File: src/rtl/fetch_unit.sv
// Instruction fetch stage: issues imem requests, holds one fetched slot for decode, handles redirects.
// Optional FETCH_MISALIGN_EN: misaligned fetch addresses raise an exception slot instead of being truncated.
module fetch_unit #(
    parameter logic [31:0] RESET_VEC = 32'h00000000
) (
    input  logic        clk,
    input  logic        reset,
    input  logic        trap_ena,
    input  logic [31:0] trap_addr,
    input  logic        flush_EX,
    input  logic [31:0] jump_addr_EX,
    input  logic        jump_pred_IF,
    input  logic [31:0] jump_addr_IF,
    output logic        imem_req,
    output logic [31:0] imem_addr,
    input  logic        imem_ack,
    input  logic [31:0] imem_rdata,
    input  logic        imem_err,
    output logic        valid_out,
    input  logic        ready_in,
    output logic [31:0] PC_IF,
    output logic [31:0] IR_IF,
    output logic        fault_IF,
    output logic        misalign_IF
);
    localparam logic [31:0] NOP = 32'h00000013;

    typedef enum logic [1:0] {S_RUN, S_WAIT, S_DROP, S_HALT} state_t;

    state_t      state, state_nx;
    logic [31:0] fetch_pc, req_addr;
    logic        handoff, redirect, misaligned;
    logic [31:0] redir_tgt, next_pc, issue_addr;

    logic        load, load_mis, clr_valid, fpc_we, rq_we;
    logic [31:0] load_addr, fpc_d;

    always_comb begin
        handoff   = valid_out && ready_in;
        redirect  = trap_ena || flush_EX;
        redir_tgt = trap_ena ? trap_addr : jump_addr_EX;
        next_pc   = handoff ? (jump_pred_IF ? jump_addr_IF : PC_IF + 32'd4) : fetch_pc;
`ifdef FETCH_MISALIGN_EN
        issue_addr = next_pc;
        misaligned = |next_pc[1:0];
`else
        issue_addr = next_pc & ~32'h3;
        misaligned = 1'b0;
`endif
    end

    always_comb begin
        state_nx  = state;
        imem_req  = 1'b0;
        imem_addr = req_addr;
        load      = 1'b0;
        load_mis  = 1'b0;
        load_addr = req_addr;
        clr_valid = 1'b0;
        fpc_we    = 1'b0;
        fpc_d     = redir_tgt;
        rq_we     = 1'b0;
        if (!reset) begin
            case (state)
                S_RUN: begin
                    if (redirect) begin
                        clr_valid = 1'b1;
                        fpc_we    = 1'b1;
                    end else if (!valid_out || handoff) begin
                        fpc_we = 1'b1;
                        fpc_d  = issue_addr;
                        if (misaligned) begin
                            load      = 1'b1;
                            load_mis  = 1'b1;
                            load_addr = issue_addr;
                            state_nx  = S_HALT;
                        end else begin
                            imem_req  = 1'b1;
                            imem_addr = issue_addr;
                            rq_we     = 1'b1;
                            if (imem_ack) begin
                                load      = 1'b1;
                                load_addr = issue_addr;
                                state_nx  = imem_err ? S_HALT : S_RUN;
                            end else begin
                                clr_valid = 1'b1;
                                state_nx  = S_WAIT;
                            end
                        end
                    end
                end
                S_WAIT: begin
                    imem_req = 1'b1;
                    if (redirect) begin
                        // A response arriving with the redirect is simply the one being dropped
                        clr_valid = 1'b1;
                        fpc_we    = 1'b1;
                        state_nx  = imem_ack ? S_RUN : S_DROP;
                    end else if (imem_ack) begin
                        load     = 1'b1;
                        state_nx = imem_err ? S_HALT : S_RUN;
                    end
                end
                S_DROP: begin
                    imem_req = 1'b1;
                    fpc_we   = redirect;
                    if (imem_ack) state_nx = S_RUN;
                end
                S_HALT: begin
                    if (redirect) begin
                        clr_valid = 1'b1;
                        fpc_we    = 1'b1;
                        state_nx  = S_RUN;
                    end else if (handoff) begin
                        clr_valid = 1'b1;
                    end
                end
                default: state_nx = S_RUN;
            endcase
        end
    end

`ifdef FETCH_MISALIGN_EN
    logic mis_q;
    assign misalign_IF = mis_q;
    always_ff @(posedge clk) begin
        if (reset)          mis_q <= 1'b0;
        else if (load)      mis_q <= load_mis;
        else if (clr_valid) mis_q <= 1'b0;
    end
`else
    assign misalign_IF = 1'b0;
`endif

    always_ff @(posedge clk) begin
        if (reset) begin
            state     <= S_RUN;
            valid_out <= 1'b0;
            fetch_pc  <= RESET_VEC;
            req_addr  <= RESET_VEC;
            PC_IF     <= 32'h0;
            IR_IF     <= NOP;
            fault_IF  <= 1'b0;
        end else begin
            state <= state_nx;
            if (fpc_we) fetch_pc <= fpc_d;
            if (rq_we)  req_addr <= issue_addr;
            if (load) begin
                valid_out <= 1'b1;
                PC_IF     <= load_addr;
                IR_IF     <= (load_mis || imem_err) ? NOP : imem_rdata;
                fault_IF  <= !load_mis && imem_err;
            end else if (clr_valid) begin
                valid_out <= 1'b0;
                fault_IF  <= 1'b0;
            end
        end
    end
endmodule

File: config.mk
export PLATFORM = sky130hd
export DESIGN_NAME = fetch_unit
export DESIGN_NICKNAME = d
export VERILOG_FILES = /design/src/rtl/fetch_unit.sv
export SDC_FILE = /design/constraint.sdc
export NUM_CORES = 1
export LEC_CHECK = 0
export BUFFER_PORTS_ARGS = -buffer_cell sky130_fd_sc_hd__buf_2
export CORE_MARGIN = 1.5
export CORE_UTILIZATION = 45
export CTS_CLUSTER_SIZE = 40
export DETAILED_ROUTE_END_ITERATION = 12
export GPL_TIMING_DRIVEN = 0
export PLACE_DENSITY = 0.82
export REMOVE_ABC_BUFFERS = 1
export SYNTH_ARGS = -nofsm -noshare
export SYNTH_HDL_FRONTEND = slang
export SYNTH_SLANG_ARGS = --single-unit
File: constraint.sdc
create_clock -name clk -period 6.75 [get_ports clk]
set_input_delay 0.3375 -clock clk [delete_from_list [all_inputs] [get_ports clk]]
set_output_delay 0.3375 -clock clk [all_outputs]
set_load 0.01 [all_outputs]
==> key figures <==
Power
  • Maximum vdd drop: between 150 and 200 µV
  • Pleak: about 0.0039 µW
  • Power Density: between 200 and 300 nW/µm²

Logic synthesis
  • Top-count cell post-synth: dfxtp_1
  • Distinct cells, synth: between 60 and 70
  • Primary FF master, synth: dfxtp_1
  • Flops & latches, synth: around 130
  • Post-synth EDFFs: 0
  • Dominant cell type by area after synthesis: dfxtp_1
  • Synthesized cell area: 7040 µm²
  • Synth top area cells: dfxtp_1 (36%), a211oi_1 (6.3%), mux2i_1 (5.7%)
  • Warnings, synthesis: 0
  • Syn Inst Count: roughly 900
  • Post-synth top cells: dfxtp_1 (126), nand2_1 (104), nor2_1 (95), clkbuf_1 (60), a211oi_1 (59)
  • Avg Inst Size Synth: 7.87 µm²
  • Sequential area share after synthesis: 35.8%
  • Synth top area share: a little over a third
  • Asr flop ratio synth: 0%

STA
  • Post-Route Skew: ~9.5 ps
  • Final period util: 58.5%
  • Min Tclk post-route: about 4000 ps
  • Final slew viol count: 0
  • Highest Clock Rate: between 200 and 300 MHz
  • Final Hold Vio Count: 0
  • Slew HR: approximately an eighth
  • Final TNS setup: 0 ps
  • Unrepaired setup endpoints after global routing: no
  • Worst Max-Slew Pin Slew: roughly 1300 ps
  • Worst hold slack: roughly 130 ps
  • Final setup viols: 0

Clock tree
  • Clock slew at reported path FFs: around 60 ps
  • Clk_lat worst skew: 430 ps
  • Total CTS buffers: 17
  • Max clock buf depth: 2
  • H-Tree Depth: 4
  • # Post-CTS Setup Buffers: 0
  • CTS resizes: 0
  • Root Buffer Master: clkbuf_16
  • Clock sinks: ~130
  • Hold-fix buffers, CTS: 0
  • CTS tree: built

Route
  • DRC viols: 0
  • DR vias: 7728
  • ANT nets after route: 0
  • Final wirelength: roughly 24000 µm
  • Vias per cell: around 6
  • Avg WL per Cell: roughly 19 µm
  • DRT Pass-1 Iters: 8
  • Iter 0 DRT Violations: 961

Hold path
  • Hold Path Class: primary input to flip-flop

Die
  • Initial core utilization: a little under half
  • # rows: 45
  • Core footprint: approximately 15000 µm²
  • DIE HEIGHT: 128 µm
  • Ports: around 240
  • Die width: roughly 130 µm
  • Full die area: between 15000 and 20000 µm²

Place
  • Routability congestion estimate: roughly 0.87
  • Dpl cell area: ~8300 µm²
  • Port buffer count: between 200 and 250
  • Detailed placement HPWL: around 16000 µm
  • Placed insts: 1263

Critical path
  • Worst setup EP type: output pin
  • Crit-path max FO: 32
  • Required @ worst endpoint: 6410 ps
  • Crit path kind: flip-flop to output pin
  • Startpoint type of the worst setup path: flip-flop
  • Worst Path Arrival: 3610 ps

Finish
  • Final Cell Area: around 9000 µm²
  • Reg area: 2520 µm²
  • Layout area overhead: 26.7%
  • # fillers: between 1k and 1.5k
  • Final cell count without fillers: approximately 1.3k
  • Area of the multi-input gates: between 4000 and 5000 µm²
  • Share of layout cells above drive strength 1: 27.1%
  • Finished Core Util: between 50% and 60%
  • Final #Nets: approximately 1.2k

Outcome
  • Status: finished clean

Global routing
  • Largest net degree at the start of global routing: 80
  • GRT Total Usage: roughly 30%
  • Initial antenna violation count: 0
  • Number of global-route vias before repair: just over 7k
  • Grt ovf: 0
  • First-pass GRT wire length: about 38000 µm

Run
  • Max Cap Violations: 0
-- report_power, final --
| group | leakage, µW | total (µW) | internal [µW] | switching [µW] |
|---|---|---|---|---|
| logic | 0.00253 | 504 | 190 | 314 |
| clock network | 0.000308 | 1020 | 664 | 359 |
| registers | 0.00103 | 863 | 806 | 56.4 |
| total | 0.00387 | 2390 | 1660 | 730 |
-- layout by cell type, fill, tap and decap left out, types with 7 or more instances in the layout --
cell,n
dfxtp_1,126
or3_1,9
nor3_1,33
and2_1,9
nor2_1,92
nand2_1,103
nand3_1,12
buf_2,223
and3_1,17
nor2b_1,13
nand4_1,10
inv_1,21
a31oi_1,7
a21oi_1,54
o21ai_0,46
a22o_1,24
xnor2_1,8
a211oi_1,59
mux2i_1,40
clkbuf_16,17
o32ai_1,7
-- path summary, 6_finish.rpt --
| kind | from | endpoint | slack [ps] | depth (start not counted) |
|---|---|---|---|---|
| max | valid_out$_SDFFE_PP0P_ | imem_addr[30] | 2800 | 6 |
| min | imem_rdata[23] | IR_IF[23]$_SDFFE_PP0P_ | 130 | 2 |
| max reg2reg | valid_out$_SDFFE_PP0P_ | fetch_pc[30]$_SDFFE_PP0P_ | 3330 | 6 |
| min reg2reg | fetch_pc[28]$_SDFFE_PP0P_ | fetch_pc[28]$_SDFFE_PP0P_ | 450 | 2 |
-- stage by stage --
stage	worst slack [ps]	total power, µW
after floorplan	1810	1150
after CTS	2610	2380
after global routing	2550	2480
final	2800	2390
after global placement	-1680	1350
after detailed placement	2190	1370
-- final cells by class --
type | instances | area share [%]
flip-flops and latches | 126 | 28.3
multi-input cells | 672 | 46.6
well taps | 211 | 2.96
repair buffers | 231 | 13.9
clock buffers | 18 | 4.92
clock inverters | 14 | 2.42
inverters | 23 | 0.967
diodes | 1 | 0.0280
-- critical path: stages (launching register included) --
cell and delay, ps:
dfxtp_1 550, and2_1 1070, nand2_1 390, or4_1 610
and3_1 230, o21ai_0 160, buf_2 160
-- cells by family (layout without fill, tap and decap cells) --
| logic type | count (synthesis) | after routing | share of synthesized area, % |
|---|---|---|---|
| simple gates | 350 | 350 | 24.3 |
| compound gates | 252 | 252 | 24.7 |
| flops | 126 | 126 | 35.8 |
| buf+inv | 101 | 286 | 5.88 |
| mux | 46 | 46 | 6.64 |
| xor+xnor | 13 | 13 | 1.62 |
| fa+ha+maj | 6 | 6 | 1.07 |
| other cells | 1 | 6 | 0.0532 |
-- state kept, by name, summed over array words and instances (netlist names) --
name,cells
state,2
IR_IF,32
fetch_pc,30
PC_IF,30
req_addr,30
fault_IF,1
valid_out,1
-- per-layer routing --
layer	wire, µm	global-route usage (%)
met2	11200	48.4
met1	9790	37.4
met4	687	11.1
met5	0	0
met3	2590	8.76
Power figures use the tool's default switching activity.
